[src/rtl/generador_dpwm.sv]
// DPWM generator: 256-slot period stretched by 2^frec, frequency/duty latched only at period wrap.
// All outputs registered (one clock after the deciding edge); free-running, no backpressure.
module generador_dpwm (
  input  logic       clk,
  input  logic       reset,
  input  logic       enable,
  input  logic [2:0] numero_frec,
  input  logic [7:0] ciclo_trabajo,
  output logic       pwm_out,
  output logic       fin_periodo,
  output logic [2:0] frec_activa
);

  logic       en_q, en_d;
  logic [6:0] presc_q, presc_d;
  logic [7:0] cuenta_q, cuenta_d;
  logic [2:0] frec_act_q, frec_act_d;
  logic [7:0] duty_act_q, duty_act_d;
  logic       pwm_q, pwm_d;
  logic       fin_q, fin_d;

  logic [7:0] limite;
  logic       tick;

  // 8-bit compare so code 7 yields 127 without wrapping the prescaler width
  assign limite = (8'd1 << frec_act_q) - 8'd1;
  assign tick   = ({1'b0, presc_q} == limite);

  always_comb begin
    en_d       = en_q;
    presc_d    = presc_q;
    cuenta_d   = cuenta_q;
    frec_act_d = frec_act_q;
    duty_act_d = duty_act_q;
    pwm_d      = pwm_q;
    fin_d      = 1'b0;

    if (!enable) begin
      en_d       = 1'b0;
      presc_d    = '0;
      cuenta_d   = '0;
      pwm_d      = 1'b0;
      frec_act_d = numero_frec;
      duty_act_d = ciclo_trabajo;
    end else if (!en_q) begin
      // start-up edge: slot 0 is presented here, counting begins next edge
      en_d     = 1'b1;
      presc_d  = '0;
      cuenta_d = '0;
      pwm_d    = (duty_act_q != 8'd0);
    end else begin
      if (tick) begin
        presc_d  = '0;
        cuenta_d = cuenta_q + 8'd1;
        if (cuenta_q == 8'hff) begin
          frec_act_d = numero_frec;
          duty_act_d = ciclo_trabajo;
          fin_d      = 1'b1;
        end
      end else begin
        presc_d = presc_q + 7'd1;
      end
      pwm_d = (cuenta_d < duty_act_d);
    end
  end

  always_ff @(posedge clk or negedge reset) begin
    if (!reset) begin
      en_q       <= 1'b0;
      presc_q    <= '0;
      cuenta_q   <= '0;
      frec_act_q <= '0;
      duty_act_q <= '0;
      pwm_q      <= 1'b0;
      fin_q      <= 1'b0;
    end else begin
      en_q       <= en_d;
      presc_q    <= presc_d;
      cuenta_q   <= cuenta_d;
      frec_act_q <= frec_act_d;
      duty_act_q <= duty_act_d;
      pwm_q      <= pwm_d;
      fin_q      <= fin_d;
    end
  end

  assign pwm_out     = pwm_q;
  assign fin_periodo = fin_q;
  assign frec_activa = frec_act_q;

endmodule

[config.mk]
export PLATFORM = sky130hd
export DESIGN_NAME = generador_dpwm
export DESIGN_NICKNAME = d
export VERILOG_FILES = /design/src/rtl/generador_dpwm.sv
export SDC_FILE = /design/constraint.sdc
export NUM_CORES = 1
export LEC_CHECK = 0
export ABC_AREA = 0
export CAP_MARGIN = 20
export CELL_PAD_IN_SITES_DETAIL_PLACEMENT = 1
export CELL_PAD_IN_SITES_GLOBAL_PLACEMENT = 1
export CORE_MARGIN = 8
export CORE_UTILIZATION = 40
export DETAILED_ROUTE_END_ITERATION = 8
export HOLD_SLACK_MARGIN = 0.08
export PLACE_DENSITY_LB_ADDON = 0.08
export SYNTH_ARGS = -nofsm -noshare
export SYNTH_HDL_FRONTEND = slang
export SYNTH_SLANG_ARGS = --single-unit
export TNS_END_PERCENT = 10
[constraint.sdc]
create_clock -name clk -period 8.6 [get_ports clk]
set_input_delay 2.15 -clock clk [delete_from_list [all_inputs] [get_ports clk]]
set_output_delay 2.15 -clock clk [all_outputs]
set_load 0.01 [all_outputs]
==> out/metrics.csv <==
stage,metric,value,unit
status,status,"complete, no violations",
worst_setup_path,cp.required,8.77,ns
global_routing,grt_use_met2,23.70,%
pwr,ir_worst_vdd,0.06446,mV
clocking,clock-sinks,29,
global_routing,grt_usage,13.51,%
floorplan,start_util,41.17,%
global_routing,grt_max_degree,30,
logic_synthesis,synth.top_cells.by_count,"dfrtp_1 (29), nand2_1 (18), nor2_1 (12)",
logic_synthesis,synth_area,1780,sq um
flow_run,maxCapViolations,0,
clocking,cts.clk_slew.worst_paths,0.07,ns
logic_synthesis,synth.largest_area_cell,dfrtp_1,
sta,setup_violations,0,
logic_synthesis,synthTopCellsByArea,"dfrtp_1 (41%), mux2_4 (8.4%), ha_1 (6.3%), mux2i_1 (6.2%), nand2_1 (3.8%)",
logic_synthesis,yosysWarnings,0,
clocking,hold_buffers,0,
sta,finalCritPeriodShare,43.30,%
global_routing,grt.overflow.total,0,
logic_synthesis,synthArstFlopShare,100.0,%
floorplan,ios,19,
routing,ant_nets,0,
cells_and_area,drive_gt1_share,15.34,%
cells_and_area,final_util,48.76,%
floorplan,die_h,82.72,um
routing,wl,4131,um
pwr,powerDensity,164.9,nW/um^2
worst_setup_path,crit_fanout,2,
clocking,postCtsSetupBuffers,0,
cells_and_area,nNetsFinal,211,
pwr,pwr-share-clk,42.8,%
worst_setup_path,path_class,primary input to register,
sta,hold_viol,0,
pwr,p_seq_share,43.5,%
worst_setup_path,end_kind,register,
floorplan,rows,24,
sta,slew_headroom,38.54,%
logic_synthesis,synth-main-ff-cell,dfrtp_1,
logic_synthesis,synth_edf_count,0,
routing,routedWlPerCell,17.14,um
pwr,leakage,0.9335,nW
placement,placed_area,1988,sq um
worst_setup_path,r2r_slack,5.22,ns
global_routing,busiest_layer,met2,
sta,tightest_slew,0.9165,ns
placement,io_buffer_count,18,
clocking,clock_path_buffers,2,
logic_synthesis,syn_area_per_cell,10.73,sq um
placement,dp_hpwl,3168,um
floorplan,die_width,82.72,um
logic_synthesis,synth_top_area_share,40.76,%
cells_and_area,fillers,496,
pwr,intPower,0.0002628,W
pwr,power_frac_comb,13.7,%
routing,vias,1314,
logic_synthesis,ys_ff_latch,29,
sta,rsz0062_at_grt,no,
worst_setup_path,cp-start-kind,primary input,
pwr,switching_share,24.42,%
routing,drc,0,
cells_and_area,final_cells,241,
global_routing,grt_pass1_wl,7086,um
cells_and_area,diodes,0,
clocking,cts_max_level,2,
logic_synthesis,syn_inst,166,
clocking,cts_root_buf,clkbuf_8,
floorplan,core_area,4324,sq um
sta,hold_ws,0.5382,ns
worst_setup_path,critPathArrivalTime,3.90,ns
global_routing,use_met3,3.788,%
cells_and_area,design_area,2108,sq um
sta,finalMaxSlewViolations,0,
global_routing,use_met1,15.35,%
routing,dr.pass1.iters,4,
placement,gp_congestion,0.7581,
floorplan,dieArea,6842,sq um
cells_and_area,area_growth_syn_to_layout,18.41,%
logic_synthesis,syn-num-nets,189,
sta,final.setup.tns,0,ns
pwr,netSwitchingPower,0.00008490,W
clocking,tritoncts,yes,
placement,dp.cells,233,
clocking,ctsResizeCount,0,
clocking,clock_latency,0.28,ns
routing,drtIter0Drc,24,
min_path,min_path_type,register to register,
routing,vias_per_cell,5.452,
global_routing,antenna_found_initial,0,
logic_synthesis,synth.most_common_cell,dfrtp_1,
global_routing,grt_pass1_vias,1461,
sta,skew,0.006439,ns
logic_synthesis,synth_seq_area_share,40.76,%
sta,period_needed,3.724,ns
sta,max_freq,268.6,MHz
clocking,cts-buffers-inserted,5,
logic_synthesis,synth.distinct_cells,39,
## worst max-delay path, stage by stage
cell	delay, ns
clkdlybuf4s50_1	0.48
mux2i_1	0.08
ha_1	0.35
a21oi_1	0.16
o21ai_0	0.11
nand2_1	0.07
and4_1	0.21
nand2_1	0.06
o31ai_1	0.24
## routing by layer
metal	vias to the layer above	part of all wire, %	wire (um)
li1	638	-	-
met1	658	43	1787
met2	12	53	2180
met3	6	2.7	112
met4	0	1.2	51
met5	-	0	0
## final timing paths
kind	start	to	cells after the start
hold reg to reg	duty_act_q[2]	duty_act_q[2]	1
max in group asynchronous	reset	cuenta_q[6]	2
setup reg to reg	frec_activa[1]	pwm_out	11
hold / removal	duty_act_q[2]	duty_act_q[2]	1
min in group asynchronous	reset	pwm_out	2
setup / recovery	ciclo_trabajo[5]	pwm_out	9
## flip-flops by register name, summed over array words and instances, names as in the netlist
name         flops
en_q             1
presc_q          7
frec_activa      3
fin_periodo      1
pwm_out          1
cuenta_q         8
duty_act_q       8
## layout by cell type (no fill, tap or decap), types with 2 or more instances in the layout
cell type,synthesis,final
dfrtp_1,29,29
nand2_1,18,18
clkdlybuf4s50_1,0,18
nor2_1,12,12
mux2i_1,11,11
nand3_1,10,10
mux2_4,10,10
ha_1,9,9
xnor2_1,7,7
clkbuf_8,0,6
and2_1,5,5
and3_1,4,4
xor2_1,4,4
nand4_1,3,3
o21a_1,3,3
nor4_1,3,3
nor3_1,3,3
or2_2,3,3
a21oi_1,3,3
o21ai_0,2,2
a21o_1,2,2
o21ai_1,2,2
inv_1,2,2
## final cells by class
class	instances	area (sq um)	area share, %
timing repair buffer	19	187.7	8.902
inverter	2	7.507	0.3561
tap	52	65.06	3.086
clock buffer	6	82.58	3.917
sequential	29	725.7	34.42
multi-input combinational	131	1002	47.54
clock inverter	2	37.54	1.780
## per-stage QoR
stage               setup slack [ns]  power (W)
global route                   4.701  0.0003642
floorplan                      5.318  0.0001827
CTS                            4.848  0.0003520
global placement               4.618  0.0001998
detailed placement             4.568  0.0002023
finish                         4.876  0.0003477
## logic make-up after synthesis
logic type / after synthesis / synth area share, %
multiplexers: 23 / 15.88
adder cells (fa/ha/maj): 9 / 6.325
XOR/XNOR: 11 / 5.411
buffers and inverters: 6 / 2.951
AND/OR/NAND/NOR: 70 / 21.64
AO/OA/AOI/OAI: 18 / 7.027
flip-flops: 29 / 40.76
## power groups by stage
| stage | Combinational [W] | Clock, W | Sequential, W |
|---|---|---|---|
| 6_report | 0.0000476 | 0.000149 | 0.000151 |
| 5_1_grt | 0.0000523 | 0.000160 | 0.000152 |
| 3_5_place_dp | 0.0000484 | 0 | 0.000154 |
| 4_1_cts | 0.0000490 | 0.000152 | 0.000151 |
| 3_3_place_gp | 0.0000464 | 0 | 0.000153 |
| 2_1_floorplan | 0.0000318 | 0 | 0.000151 |
No activity file was read; power rests on OpenSTA's default activity.
